**config.mk**
```make
export PLATFORM = sky130hd
export DESIGN_NAME = fetch_unit
export DESIGN_NICKNAME = d
export VERILOG_FILES = /design/src/rtl/core_pkg.sv /design/src/rtl/fetch_queue.sv /design/src/rtl/fetch_unit.sv
export SDC_FILE = /design/constraint.sdc
export NUM_CORES = 1
export LEC_CHECK = 0
export ABC_AREA = 1
export CORE_UTILIZATION = 42
export DETAILED_ROUTE_END_ITERATION = 16
export GPL_TIMING_DRIVEN = 0
export PLACE_DENSITY = 0.75
export SLEW_MARGIN = 10
export SYNTH_ARGS = -nofsm -noshare
export SYNTH_HDL_FRONTEND = slang
export SYNTH_SLANG_ARGS = --single-unit
```
**constraint.sdc**
```tcl
create_clock -name clk -period 3.8 [get_ports clk]
set_input_delay 1.14 -clock clk [delete_from_list [all_inputs] [get_ports clk]]
set_output_delay 1.14 -clock clk [all_outputs]
set_load 0.01 [all_outputs]
```
**src/rtl/core_pkg.sv**
```systemverilog
// Shared core types: fetch-stage widths and the fetch/decode hand-off entry.
// fetch_entry_t is also consumed by the decode stage.
package core_pkg;

  localparam int PC_WIDTH   = 11;
  localparam int ADDR_WIDTH = 24;
  localparam int INST_WIDTH = 16;
  localparam int NPC_WIDTH  = 16;

  typedef struct packed {
    logic [INST_WIDTH-1:0] inst;
    logic [PC_WIDTH-1:0]   npc;
  } fetch_entry_t;

  // Word-address increment; wraps modulo 2^PC_WIDTH.
  function automatic logic [PC_WIDTH-1:0] pc_inc(input logic [PC_WIDTH-1:0] pc);
    return pc + PC_WIDTH'(1);
  endfunction

endpackage

```
**src/rtl/fetch_queue.sv**
```systemverilog
// Prefetch queue: DEPTH-entry synchronous FIFO of fetch_entry_t with flush.
// Head is combinational from storage; pushes are never refused (caller holds credit).
module fetch_queue
  import core_pkg::*;
#(
  parameter  int DEPTH = 4,
  localparam int PW    = $clog2(DEPTH),
  localparam int CW    = $clog2(DEPTH + 1)
) (
  input  logic          clk,
  input  logic          rst_n,
  input  logic          flush_i,
  input  logic          push_i,
  input  fetch_entry_t  push_dat_i,
  input  logic          pop_i,
  output fetch_entry_t  head_o,
  output logic [CW-1:0] count_o
);

  fetch_entry_t  mem_q [DEPTH];
  logic [PW-1:0] rd_ptr_q, rd_ptr_d;
  logic [PW-1:0] wr_ptr_q, wr_ptr_d;
  logic [CW-1:0] count_q, count_d;
  logic          pop_eff;

  assign pop_eff = pop_i && (count_q != '0);

  always_comb begin
    rd_ptr_d = rd_ptr_q;
    wr_ptr_d = wr_ptr_q;
    count_d  = count_q;
    if (flush_i) begin
      rd_ptr_d = '0;
      wr_ptr_d = '0;
      count_d  = '0;
    end else begin
      if (push_i)  wr_ptr_d = wr_ptr_q + PW'(1);
      if (pop_eff) rd_ptr_d = rd_ptr_q + PW'(1);
      case ({push_i, pop_eff})
        2'b10:   count_d = count_q + CW'(1);
        2'b01:   count_d = count_q - CW'(1);
        default: count_d = count_q;
      endcase
    end
  end

  // Storage is cleared on reset so the head reads zero until the first push.
  always_ff @(posedge clk) begin
    if (!rst_n) begin
      rd_ptr_q <= '0;
      wr_ptr_q <= '0;
      count_q  <= '0;
      for (int i = 0; i < DEPTH; i++) mem_q[i] <= '0;
    end else begin
      rd_ptr_q <= rd_ptr_d;
      wr_ptr_q <= wr_ptr_d;
      count_q  <= count_d;
      if (push_i && !flush_i) mem_q[wr_ptr_q] <= push_dat_i;
    end
  end

  assign head_o  = mem_q[rd_ptr_q];
  assign count_o = count_q;

endmodule

```
**src/rtl/fetch_unit.sv**
```systemverilog
// Instruction fetch: PC, credit-limited memory requests, one-deep in-flight tracking,
// prefetch queue to decode; redirect flushes everything and restarts at the target.
module fetch_unit #(
  parameter int PC_WIDTH   = core_pkg::PC_WIDTH,
  parameter int ADDR_WIDTH = core_pkg::ADDR_WIDTH,
  parameter int INST_WIDTH = core_pkg::INST_WIDTH,
  parameter int DEPTH      = 4
) (
  input  logic                  clk,
  input  logic                  rst_n,
  output logic                  mem_req,
  output logic [ADDR_WIDTH-1:0] mem_addr,
  input  logic                  mem_gnt,
  input  logic [INST_WIDTH-1:0] mem_rdata,
  input  logic                  redirect_valid,
  input  logic [PC_WIDTH-1:0]   redirect_pc,
  output logic                  if_valid,
  input  logic                  if_ready,
  output logic [INST_WIDTH-1:0] if_inst,
  output logic [15:0]           if_npc
);

  import core_pkg::fetch_entry_t;

  localparam int CW = $clog2(DEPTH + 1);

  logic [PC_WIDTH-1:0] fetch_pc_q, fetch_pc_d;
  logic [PC_WIDTH-1:0] inflight_npc_q, inflight_npc_d;
  logic                inflight_q, inflight_d;

  logic [CW-1:0]       q_count;
  logic [CW:0]         occupancy;
  fetch_entry_t        q_head;
  fetch_entry_t        q_push_dat;
  logic                q_push;
  logic                q_pop;
  logic                grant;

  // A slot is reserved for the in-flight word, so the queue can never overflow.
  assign occupancy = {1'b0, q_count} + {{CW{1'b0}}, inflight_q};
  assign mem_req   = rst_n && !redirect_valid && (occupancy < (CW+1)'(DEPTH));
  assign grant     = mem_req && mem_gnt;
  assign mem_addr  = {{(ADDR_WIDTH-PC_WIDTH){1'b0}}, fetch_pc_q};

  always_comb begin
    fetch_pc_d     = fetch_pc_q;
    inflight_d     = inflight_q;
    inflight_npc_d = inflight_npc_q;
    if (redirect_valid) begin
      fetch_pc_d = redirect_pc;
      inflight_d = 1'b0;
    end else if (grant) begin
      fetch_pc_d     = fetch_pc_q + PC_WIDTH'(1);
      inflight_d     = 1'b1;
      inflight_npc_d = fetch_pc_q + PC_WIDTH'(1);
    end else if (inflight_q) begin
      inflight_d = 1'b0;
    end
  end

  always_ff @(posedge clk) begin
    if (!rst_n) begin
      fetch_pc_q     <= '0;
      inflight_q     <= 1'b0;
      inflight_npc_q <= '0;
    end else begin
      fetch_pc_q     <= fetch_pc_d;
      inflight_q     <= inflight_d;
      inflight_npc_q <= inflight_npc_d;
    end
  end

  // The word returning during a redirect belongs to the abandoned path.
  assign q_push          = inflight_q && !redirect_valid;
  assign q_pop           = if_valid && if_ready && !redirect_valid;
  assign q_push_dat.inst = mem_rdata;
  assign q_push_dat.npc  = inflight_npc_q;

  fetch_queue #(
    .DEPTH(DEPTH)
  ) u_queue (
    .clk       (clk),
    .rst_n     (rst_n),
    .flush_i   (redirect_valid),
    .push_i    (q_push),
    .push_dat_i(q_push_dat),
    .pop_i     (q_pop),
    .head_o    (q_head),
    .count_o   (q_count)
  );

  assign if_valid = (q_count != '0);
  assign if_inst  = q_head.inst;
  assign if_npc   = {{(16-PC_WIDTH){1'b0}}, q_head.npc};

endmodule

```
# --- After elaboration in Yosys (flattened, before gate mapping) ---
# Memories as Yosys holds them, arrays and structs flattened. A register that Yosys moved wholly into a read port is not among the register bits.
# Cells that the tools add are included.
word_totals:
  ramBits: 108
  register_bits: 30
  input_bits: 32
  memories: 1
  out_inout_bits: 58
  wordCells: 46
op_classes:
  n_reduce_logical: 15
  magnitude_cmp: 1
  bitwise_logic: 2
  muxes: 13
  eq_ne: 2
  add_sub_neg: 6
memory_table:
  columns: ["memory", "words", "width", "read_ports", "rd_clocked_by_memory_dff", "write_ports", "line", "text"]
  rows:
  - ["u_queue.mem_q", 4, 27, 1, 1, 4, "fetch_queue.sv:20", "fetch_entry_t mem_q [DEPTH];"]
op_table:
  columns: ["cell", "count"]
  rows:
  - ["$mux W27", 1]
  - ["$reduce_or A27 Y1", 1]
  - ["$mux W11", 2]
  - ["$add A11 B1 Y11 const B", 1]
  - ["$logic_and A1 B1 Y1", 8]
  - ["$mux W1", 6]
  - ["$mux W2", 3]
  - ["$pmux W3 S2", 1]
  - ["$add A2 B1 Y2 const B", 2]
  - ["$add A3 B1 Y4", 1]
  - ["$lt A4 B3 Y1 const B", 1]
  - ["$reduce_bool A2 Y1", 2]
  - ["$add A3 B1 Y3 const B", 1]
  - ["$reduce_bool A3 Y1", 1]
  - ["$sub A3 B1 Y3 const B", 1]
  - ["$eq A2 B1 Y1 const B", 1]
  - ["$eq A2 B2 Y1 const B", 1]
  - ["$not A1 Y1", 2]
  - ["$reduce_and A2 Y1", 1]
  - ["$reduce_or A2 Y1", 1]
  - ["$logic_not A1 Y1", 1]

# --- Longest topological paths before layout ---
depth:
  word_depth: 8
  ltp_mapped: 10

# --- By module ---
# Synthesis repeated with hierarchy kept, for this count alone.
unflattened:
  cells_unflattened: 679
  hier_area_um2: 6409.9
by_module_without_submodules:
  columns: ["module", "cells_per_inst", "area_each_um2", "n_inst"]
  rows:
  - ["fetch_queue", 472, 5019.8, 1]
  - ["fetch_unit", 207, 1390.1, 1]

# --- Least setup slack after synthesis ---
# OpenSTA, ideal clock, no wires.
synth_path:
  path_kind: "input to register"
  start: "input redirect_valid"
  end: "memory u_queue.mem_q[3][0] (netlist name) (enable)"
  n_path_buf: 0
  setup_slack_ns: -0.168
  arrival_ns: 3.515
  path_stages: 3
  path_cell_list: "nor2_1 > inv_1 > o31ai_1"
synth_lines:
  columns: ["item", "line", "text"]
  rows:
  - ["from (decl)", "fetch_unit.sv:15", "input logic redirect_valid,"]
  - ["to (decl)", "fetch_queue.sv:20", null]

==> flow_summary_export.csv <==
group,metric,value,unit
status,outcome,"completed",
logic_synthesis,netlist_instances,685,
floorplanning,io-pin-count,90,
worst_setup_path,critPathBufInv,4,
worst_setup_path,crit_fanout,10,
timing,hold_viol,0,
min_path,hold_path.class,"flop to flop",
logic_synthesis,synth_area_leaders,"edfxtp_1, dfxtp_1, nor2_1",
floorplanning,die_area,16010,µm²
clock_network,cts_buffers,17,
final_layout,fin_cells,997,
worst_setup_path,cpLargestDelayFamily,"buffers and inverters",
drt,avgRoutedWirePerCell,14.81,µm
logic_synthesis,syn-cell-area,6515,µm²
drt,routed_wl,14760,µm
timing,worstMarginPinSlew,0.8020,ns
global_route,antenna_found_initial,0,
worst_setup_path,end_kind,"output pin",
drt,num_vias,4936,
global_route,grt_max_degree,28,
drt,drt-initial-drc-count,455,
timing,max_freq,271.7,MHz
place,dpl_cell_area,7627,µm²
timing,fin_crit_sh,96.86,%
final_layout,area_growth,25.89,%
clock_network,clk_pin_slew,0.05,ns
global_route,grt_util_met1,23.65,%
logic_synthesis,synth_area_per_cell,9.511,µm²
floorplanning,fp.dieH,126.5,µm
timing,drv_slew,0,
floorplanning,core-area,15150,µm²
timing,holdWs,0.4631,ns
global_route,grt_use_met2,33.31,%
timing,worst_clock_skew,0.007767,ns
logic_synthesis,ys_ff_latch,140,
place,hpwl,9689,µm
floorplanning,die_w,126.5,µm
global_route,grt-ovfl-total,0,
timing,setup_viol,0,
worst_setup_path,worstPathCellList,"buf_2 -> clkinv_1 -> clkbuf_1 -> nor2_1 -> o22ai_1 -> clkdlybuf4s50_1",
floorplanning,initial_utilization,43.02,%
timing,setup_tns,0,ns
drt,drc,0,
final_layout,final_core_util,54.15,%
global_route,busiest_layer,"met2",
final_layout,finalInstanceArea,8202,µm²
worst_setup_path,timing.rr.start,"inflight_q",
power_and_ir_drop,p_leak,3.116,nW
power_and_ir_drop,power,3.557,mW
power_and_ir_drop,peakVddDrop,349.3,µV
global_route,grt_pass1_vias,4679,
logic_synthesis,synth_cell_types,34,
clock_network,cts_tree,"done",
worst_setup_path,worstSetupPathType,"flop to output pin",
worst_setup_path,cpPeakStageDelay,0.59,ns
logic_synthesis,ys_warn_count,0,
final_layout,drive_above_1_share,12.48,%
logic_synthesis,synth_top_area_share,49.78,%
logic_synthesis,yosys.area.top_type,"edfxtp_1",
worst_setup_path,crit_required,2.66,ns
global_route,grt_pass1_wl,23290,µm
worst_setup_path,cp-start-kind,"flop",
place,port_buffers,70,
clock_network,cts-root-buf,"clkbuf_16",
drt,viasPerCell,4.951,
final_layout,nNetsFinal,830,
clock_network,clk_latency,0.43,ns
place,pre_cts_ws,-0.07385,ns
drt,ant_nets,0,
global_route,met3_usage,4.133,%
timing,rsz0062_at_grt,"no",
run,maxCapViolations,0,
timing,period_needed,3.681,ns
global_route,track_usage,19.35,%
clock_network,clkSinkCount,140,
timing,relSlewSlack,46.35,%
drt,drt_first_pass_iters,4,
timing,finalWorstSetupSlack,0.1194,ns
power_and_ir_drop,power.density,433.7,nW/µm²
place,gp_congestion,0.8000,
floorplanning,rows,45,
clock_network,cts_buffer_depth,2,
logic_synthesis,yosysSeqAreaShare,59.61,%
place,place_inst,964,
clock_network,cts_htree_levels,4,
worst_setup_path,slowest_stage,"clkdlybuf4s50_1",
min_path,hold_start,"inflight_npc_q[5]",
final_layout,diodes,0,
worst_setup_path,cp.arrival,2.54,ns
## final timing paths
path / to / slack (ns) / cells past startpoint
max: if_inst[4] / 0.12 / 6
min: inflight_npc_q[5] / 0.46 / 2
max reg2reg: u_queue.mem_q[3][19] / 1.62 / 6
min reg2reg: inflight_npc_q[5] / 0.46 / 2
## registers in the layout (all words and copies together), names as in the netlist, named ones only
| register | flops |
|---|---|
| inflight_npc_q | 11 |
| inflight_q | 1 |
| u_queue.count_o | 3 |
| u_queue.wr_ptr_q | 2 |
| u_queue.mem_q | 108 |
| fetch_pc_q | 11 |
| u_queue.rd_ptr_q | 2 |
## per-layer routing
metal / vias to the layer above / routed length [µm]
met5: - / 0
met4: 0 / 253
met3: 21 / 821
met2: 173 / 7329
met1: 2301 / 6356
li1: 2441 / -
## synth_stat cells
master      n
inv_2       2
o21a_1      3
clkbuf_1   23
buf_2       4
o31ai_1     1
o22ai_1    27
nor2_2      3
nor2_1    160
edfxtp_1  108
clkinv_1    2
a21o_1      1
o211ai_1    1
inv_1      86
ha_1        1
dfxtp_1    32
nand3_1    20
nand4_1     3
nand3_4     1
o21bai_1    1
fa_1        1
a21oi_1    23
nand2_4     1
conb_1      1
buf_4      19
buf_6       3
or2_2       1
o21ai_0    61
a21boi_0    1
inv_4       1
xnor2_1     2
xor2_1      3
nor2_4     22
nor3_1      2
nand2_1    65
## logic make-up after synthesis
group	count (synthesis)	synth area share, %
other	1	0.05756
xor gates and xnor gates	5	0.6723
buffers and inverters	140	9.622
and+or+nand+nor	278	19.57
DFF	140	59.61
AOI/OAI and AO/OA	119	9.967
adders and majority gates	2	0.4993
## worst reg2reg max path, delay by kind of cell (launching register included)
family / cells / cell delay, ns
AOI/OAI and AO/OA: 1 / 0.48
buffers and inverters: 4 / 0.76
DFF: 1 / 0.33
and+or+nand+nor: 1 / 0.32
## cell type report
cell class                 instances  area [µm²]
fill                            1329        6944
sequential                       140        3884
multi-input combinational        422        2107
timing repair buffer              75       784.5
clock buffer                      19       432.9
inverter                          91       344.1
buffer                            49       289.0
tap                              188       235.2
clock inverter                    13       125.1
## timing repair
item,in CTS,in global routing
endpoints found under the hold margin,0,0
setup buffers,1,0
gates resized for setup,2,8
hold buffers,0,0
endpoints found under the setup margin,5,5
## report_power, final
part / switching, mW / leakage (nW) / total [mW] / internal (mW)
combinational: 0.139 / 1.47 / 0.255 / 0.116
clock: 0.625 / 0.270 / 1.58 / 0.955
sequential: 0.0244 / 1.38 / 1.72 / 1.70
total: 0.788 / 3.12 / 3.56 / 2.77
## cell usage in the layout, fill, tap and decap left out, drive strengths merged
cell / instances
clkdlybuf4s50: 69
clkinvlp: 3
a21o: 1
inv: 90
bufinv: 2
o21ai: 61
dfxtp: 32
fa: 1
dlymetal6s2s: 1
o21bai: 1
o22ai: 27
a21boi: 1
xnor2: 2
o21a: 3
o31ai: 1
xor2: 3
nand4: 3
clkinv: 9
nor3: 2
ha: 1
clkbuf: 42
edfxtp: 108
nand3: 21
conb: 18
nand2: 66
a21oi: 23
nor2: 185
buf: 31
or2: 1
o211ai: 1
Note: power is estimated with default switching activity, not from simulation.
